[config.mk]
export PLATFORM = sky130hd
export DESIGN_NAME = hazard_scoreboard
export DESIGN_NICKNAME = d
export VERILOG_FILES = /design/src/rtl/hazard_scoreboard_pkg.sv /design/src/rtl/hazard_scoreboard_md_busy.sv /design/src/rtl/hazard_scoreboard.sv
export SDC_FILE = /design/constraint.sdc
export NUM_CORES = 1
export LEC_CHECK = 0
export CAP_MARGIN = 15
export CORE_MARGIN = 5
export CORE_UTILIZATION = 52
export DETAILED_ROUTE_END_ITERATION = 10
export PLACE_DENSITY_LB_ADDON = 0.25
export SETUP_SLACK_MARGIN = 0.02
export SLEW_MARGIN = 20
export SYNTH_ARGS = -nofsm -noshare
export SYNTH_HDL_FRONTEND = slang
export SYNTH_SLANG_ARGS = --single-unit
[constraint.sdc]
create_clock -name clk -period 3.3 [get_ports clk]
set_input_delay 0.495 -clock clk [delete_from_list [all_inputs] [get_ports clk]]
set_output_delay 0.495 -clock clk [all_outputs]
set_load 0.005 [all_outputs]
[src/rtl/hazard_scoreboard_pkg.sv]
// Shared definitions for the pipeline hazard scoreboard: forwarding select
// encodings, the "operand not read" Tuse code and the in-flight writer record.
package hazard_scoreboard_pkg;

    // Forwarding select encodings for the D-stage bypass muxes
    localparam logic [1:0] FWD_RF = 2'd0;
    localparam logic [1:0] FWD_E  = 2'd1;
    localparam logic [1:0] FWD_M  = 2'd2;
    localparam logic [1:0] FWD_W  = 2'd3;

    // Tuse value meaning the operand is not read at all
    localparam logic [1:0] TUSE_NONE = 2'd3;

    // One in-flight register writer
    typedef struct packed {
        logic [4:0] a3;
        logic [1:0] tnew;
        logic       we;
    } wrec_t;

    // Tnew one stage later: counts down and holds at zero
    function automatic logic [1:0] tnew_dec(input logic [1:0] tnew);
        return (tnew == 2'd0) ? 2'd0 : tnew - 2'd1;
    endfunction

    // Record advanced by one pipeline stage
    function automatic wrec_t rec_advance(input wrec_t rec);
        wrec_t r;
        r      = rec;
        r.tnew = tnew_dec(rec.tnew);
        return r;
    endfunction

endpackage

[src/rtl/hazard_scoreboard_md_busy.sv]
// Multiply/divide unit occupancy counter. A start loads the unit latency
// (reloading if already busy); the counter then counts down to idle.
module md_busy_counter
    import hazard_scoreboard_pkg::*;
#(
    parameter int MULT_CYCLES = 5,
    parameter int DIV_CYCLES  = 10
) (
    input  logic clk,
    input  logic reset,
    input  logic e_md_start,
    input  logic e_md_div,
    output logic md_busy
);

    localparam logic [3:0] MULT_LOAD = 4'(MULT_CYCLES);
    localparam logic [3:0] DIV_LOAD  = 4'(DIV_CYCLES);

    logic [3:0] r_count;
    logic       w_count_nz;

    // Load on start, otherwise count down to zero; reset aborts any window
    always_ff @(posedge clk or posedge reset) begin
        if (reset) begin
            r_count <= 4'd0;
        end else if (e_md_start) begin
            r_count <= e_md_div ? DIV_LOAD : MULT_LOAD;
        end else if (w_count_nz) begin
            r_count <= r_count - 4'd1;
        end
    end

    // The start cycle itself already counts as busy
    always_comb begin
        w_count_nz = (r_count != 4'd0);
        md_busy    = w_count_nz | e_md_start;
    end

endmodule

[src/rtl/hazard_scoreboard.sv]
// Pipeline hazard unit: tracks register writers in E/M/W plus the HI/LO
// multiply/divide unit, and produces the D-stage stall and rs/rt forwarding
// selects combinationally from the records, the MD counter and the D inputs.
module hazard_scoreboard
    import hazard_scoreboard_pkg::*;
#(
    parameter int MULT_CYCLES = 5,
    parameter int DIV_CYCLES  = 10
) (
    input  logic       clk,
    input  logic       reset,
    input  logic [4:0] d_rs,
    input  logic [4:0] d_rt,
    input  logic [1:0] d_tuse_rs,
    input  logic [1:0] d_tuse_rt,
    input  logic [4:0] d_a3,
    input  logic [1:0] d_tnew,
    input  logic       d_regwrite,
    input  logic       d_md_use,
    input  logic       e_md_start,
    input  logic       e_md_div,
    output logic       stall,
    output logic [1:0] fwd_rs_sel,
    output logic [1:0] fwd_rt_sel,
    output logic       md_busy
);

    wrec_t      r_e;
    wrec_t      r_m;
    wrec_t      r_w;
    logic       w_md_busy;
    logic [2:0] w_rs_res;
    logic [2:0] w_rt_res;
    logic       w_stall;

    // Result of the nearest matching stage: {hazard, select}
    function automatic logic [2:0] stage_pick(input logic [1:0] tnew,
                                              input logic [1:0] tuse,
                                              input logic [1:0] sel);
        if (tnew > tuse)
            return {1'b1, FWD_RF};
        else if (tnew == 2'd0)
            return {1'b0, sel};
        else
            return {1'b0, FWD_RF};
    endfunction

    // A record can supply src only if it really writes a nonzero register
    function automatic logic rec_hit(input wrec_t rec, input logic [4:0] src);
        return rec.we && (rec.a3 != 5'd0) && (rec.a3 == src);
    endfunction

    // Youngest match wins (E > M > W); $0 and unread operands never match
    function automatic logic [2:0] resolve(input logic [4:0] src,
                                           input logic [1:0] tuse,
                                           input wrec_t e,
                                           input wrec_t m,
                                           input wrec_t w);
        logic [2:0] res;
        res = {1'b0, FWD_RF};
        if (src != 5'd0 && tuse != TUSE_NONE) begin
            if (rec_hit(e, src))
                res = stage_pick(e.tnew, tuse, FWD_E);
            else if (rec_hit(m, src))
                res = stage_pick(m.tnew, tuse, FWD_M);
            else if (rec_hit(w, src))
                res = stage_pick(w.tnew, tuse, FWD_W);
        end
        return res;
    endfunction

    md_busy_counter #(
        .MULT_CYCLES (MULT_CYCLES),
        .DIV_CYCLES  (DIV_CYCLES)
    ) u_md_busy (
        .clk        (clk),
        .reset      (reset),
        .e_md_start (e_md_start),
        .e_md_div   (e_md_div),
        .md_busy    (w_md_busy)
    );

    // Advance writer records one stage; a stall injects a bubble into E
    always_ff @(posedge clk or posedge reset) begin
        if (reset) begin
            r_e <= '0;
            r_m <= '0;
            r_w <= '0;
        end else begin
            r_w <= rec_advance(r_m);
            r_m <= rec_advance(r_e);
            r_e <= w_stall ? wrec_t'('0) : wrec_t'({d_a3, d_tnew, d_regwrite});
        end
    end

    // Hazard detection and forwarding selects; everything is quiet in reset
    always_comb begin
        w_rs_res   = resolve(d_rs, d_tuse_rs, r_e, r_m, r_w);
        w_rt_res   = resolve(d_rt, d_tuse_rt, r_e, r_m, r_w);
        w_stall    = !reset && (w_rs_res[2] || w_rt_res[2] || (d_md_use && w_md_busy));
        stall      = w_stall;
        fwd_rs_sel = reset ? FWD_RF : w_rs_res[1:0];
        fwd_rt_sel = reset ? FWD_RF : w_rt_res[1:0];
        md_busy    = w_md_busy;
    end

endmodule

==> insert_results.sql <==
INSERT INTO impl_metrics (metric_group, metric, value, unit) VALUES
('status', 'run_status', 'completed', ''),
('placement', 'routabilityCongestion', '0.855', ''),
('synthesis', 'synthesized_net_count', '222', ''),
('clocking', 'cts_htree_levels', '1', ''),
('timing', 'tightest_slew', '706', 'ps'),
('synthesis', 'synthDominantCellAreaShare', '39.4', '%'),
('timing', 'period_needed', '3140', 'ps'),
('setup_path', 'worst_ep_required_time', '2800', 'ps'),
('synthesis', 'netlist_instances', '181', ''),
('final_layout', 'layout.nets', '285', ''),
('final_layout', 'layout_cell_share_with_drive_strength_beyond_1', '16.9', '%'),
('timing', 'setup_viol_count_final', '0', ''),
('clocking', 'clockRootBuffer', 'clkbuf_4', ''),
('setup_path', 'cpLargestDelayFamily', 'simple AND/OR/NAND/NOR gates', ''),
('timing', 'slew_headroom', '52.9', '%'),
('synthesis', 'yosysTopAreaCell', 'dfrtp_1', ''),
('setup_path', 'worst_path_max_delay_cell', 'or4_1', ''),
('final_layout', 'fin_area', '0.00241', 'mm²'),
('timing', 'rsz_0062_raised_after_global_routing', 'true', ''),
('power', 'p_clk_share', '16.4', '%'),
('synthesis', 'count_of_synthesis_stage_warnings_from_yosys', '0', ''),
('die', 'fp.dieH', '68.5', 'µm'),
('route', 'route.final.wire_length', '4.65', 'mm'),
('setup_path', 'crit_path_frequent_cell', 'buf_4', ''),
('clocking', 'tritoncts_buffer_count', '3', ''),
('route', 'ant_nets', '0', ''),
('clocking', 'cts.sinks', '28', ''),
('clocking', 'clk_pin_slew_worst_paths', '150', 'ps'),
('route', 'post_detailed_route_drc_marker_count', '0', ''),
('synthesis', 'ys_ff_latch', '28', ''),
('power', 'cellPowerDensity', '363', 'mW/mm²'),
('hold_path', 'min-delay-start', 'r_m[0]$_DFF_PP0_', ''),
('global_route', 'first_global_vias', '1694', ''),
('global_route', 'grt_use_total', '22.7', '%'),
('synthesis', 'synth_sequential_area_ratio', '39.4', '%'),
('power', 'pwr-share-comb', '34.2', '%'),
('final_layout', 'layout.area.seq', '701', 'µm²'),
('global_route', 'grt_first_pass_wirelength', '7.72', 'mm'),
('route', 'post_drt_via_cell_ratio', '5.41', ''),
('final_layout', 'total_area_of_multi_input_combinational_cells', '0.00106', 'mm²'),
('hold_path', 'worst_hold_path_type', 'reg -> reg', ''),
('clocking', 'tritoncts_clock_tree', 'built', ''),
('setup_path', 'ff2ff_setup_slack', '930', 'ps'),
('route', 'first_pass_iters', '5', ''),
('die', 'start_util', '53.7', '%'),
('final_layout', 'area_delta_synth_final', '35.4', '%'),
('setup_path', 'critPathLaunchType', 'flip-flop', ''),
('power', 'switchingPower', '0.289', 'mW'),
('final_layout', 'stdcell_count', '288', ''),
('timing', 'maxClockFrequency', '318', 'MHz'),
('setup_path', 'worst_ep_arrival_time', '2650', 'ps'),
('setup_path', 'timing.critical_path.slowest_cell_delay', '570', 'ps'),
('setup_path', 'cp-end-kind', 'primary output', ''),
('power', 'power', '0.874', 'mW'),
('clocking', 'post_cts_repair_setup_buffers', '0', ''),
('placement', 'placedInstanceArea', '0.00235', 'mm²'),
('timing', 'finClkSkew', '4.49', 'ps'),
('power', 'cell_internal_pwr', '0.586', 'mW'),
('setup_path', 'crit_path_cell_trace', 'or4_1 -> o21ai_4 -> nor4_4 -> buf_4 -> buf_4 -> nor4_1 -> clkdlybuf4s50_1', ''),
('placement', 'preCtsSetupSlack', '-146', 'ps'),
('setup_path', 'worstSetupPathType', 'reg -> out', ''),
('timing', 'final_hold_viol_count', '0', ''),
('power', 'power.share.switching', '33.0', '%'),
('die', 'ios', '33', ''),
('global_route', 'global_route.overflow_total', '0', ''),
('synthesis', 'post_synth_num_cell_types', '35', ''),
('placement', 'placedCellCount', '285', ''),
('synthesis', 'synthesis.area', '0.00178', 'mm²'),
('power', 'leakage', '1.08', 'nW'),
('route', 'avgRoutedWirePerCell', '16.1', 'µm'),
('power', 'vdd_ir_drop_max', '0.267', 'mV');
routing by layer:
metal | vias up | track usage, % | part of all wire [%]
li1 | 763 | - | -
met1 | 743 | 24.6 | 42
met2 | 40 | 43.3 | 52
met3 | 11 | 3.94 | 3.8
met4 | 0 | 7.94 | 2.1
met5 | - | 0 | 0
power by group through the flow:
stage / sequential, mW / combinational, mW / clock, mW
finish: 0.432 / 0.299 / 0.144
global route: 0.437 / 0.329 / 0.163
CTS: 0.429 / 0.297 / 0.147
detailed placement: 0.436 / 0.293 / 0
global placement: 0.433 / 0.273 / 0
floorplan: 0.429 / 0.170 / 0
cell usage after synthesis:
master	count
nand3_1	5
a221o_1	1
and2_1	2
or4_4	2
a21o_1	2
a21oi_1	7
nor4_1	3
nor2b_1	6
ha_1	14
o21ai_1	2
o21ai_0	15
or2_2	1
o21ai_2	1
or4b_1	1
o21bai_1	1
o211ai_1	2
xnor2_1	21
or4_1	3
nor3_1	8
buf_4	1
nand4_1	1
a221oi_4	1
nand2_1	9
nor4_2	1
a311oi_2	1
mux2i_1	2
nor3b_1	1
a211oi_1	1
o21a_1	1
or3_1	1
nor2_1	13
xor2_1	11
a221oi_1	1
dfrtp_1	28
inv_1	11
cells in the final DEF, fill, tap and decap left out, types with 2 or more instances in the layout:
cell type / instances
a21o_1: 2
a21oi_1: 7
and2_1: 2
buf_4: 27
clkbuf_4: 3
clkdlybuf4s50_1: 28
dfrtp_1: 28
dlymetal6s2s_1: 3
ha_1: 14
inv_1: 11
mux2i_1: 2
nand2_1: 9
nand3_1: 5
nor2_1: 13
nor2b_1: 6
nor3_1: 8
nor4_1: 2
o211ai_1: 2
o21ai_0: 15
or4_1: 3
or4_4: 2
xnor2_1: 21
xor2_1: 11
per-stage QoR:
stage | hold WS [ps] | utilization (%)
after global routing | 458 | 72.7
after CTS | 437 | 71.9
after global placement | 373 | 71.0
final | 438 | 72.7
after floorplan | 351 | -
after detailed placement | 386 | 71.0
area by class of cell:
| cell class | instances | area share (%) |
|---|---|---|
| Tap cell | 46 | 2.39 |
| Inverter | 11 | 1.72 |
| Sequential cell | 28 | 29.1 |
| Multi-Input combinational cell | 141 | 44.0 |
| Clock buffer | 3 | 0.936 |
| Timing Repair Buffer | 59 | 21.8 |
kinds of logic after synthesis:
| logic type | share of synthesized area [%] |
|---|---|
| AND/OR/NAND/NOR | 17.5 |
| AO/OA/AOI/OAI | 13.6 |
| XOR/XNOR | 15.8 |
| flip-flops | 39.4 |
| adder cells (fa/ha/maj) | 9.86 |
| buffers and inverters | 2.75 |
| multiplexers | 1.13 |
sequential cells by signal, summed over array words and instances (netlist names):
| register | count |
|---|---|
| r_e | 8 |
| r_m | 8 |
| r_w | 8 |
| u_md_busy.r_count | 4 |
worst paths after layout:
check                                                        end  cells past startpoint
worst max-delay path                               fwd_rs_sel[1]                      7
worst min-delay path                            r_w[0]$_DFF_PP0_                      0
worst max register to register                  r_e[7]$_DFF_PP0_                      7
worst min register to register                  r_w[0]$_DFF_PP0_                      0
max in group asynchronous                       r_e[5]$_DFF_PP0_                      3
min in group asynchronous       u_md_busy.r_count[3]$_DFFE_PP0N_                      2
timing repair:
item / in CTS / in global routing
setup endpoints to repair: 2 / 4
gates cloned: 0 / 0
hold buffers: 0 / 0
pin swaps: 1 / 4
gates resized for setup: 3 / 8
No activity file was read; power rests on OpenSTA's default activity.
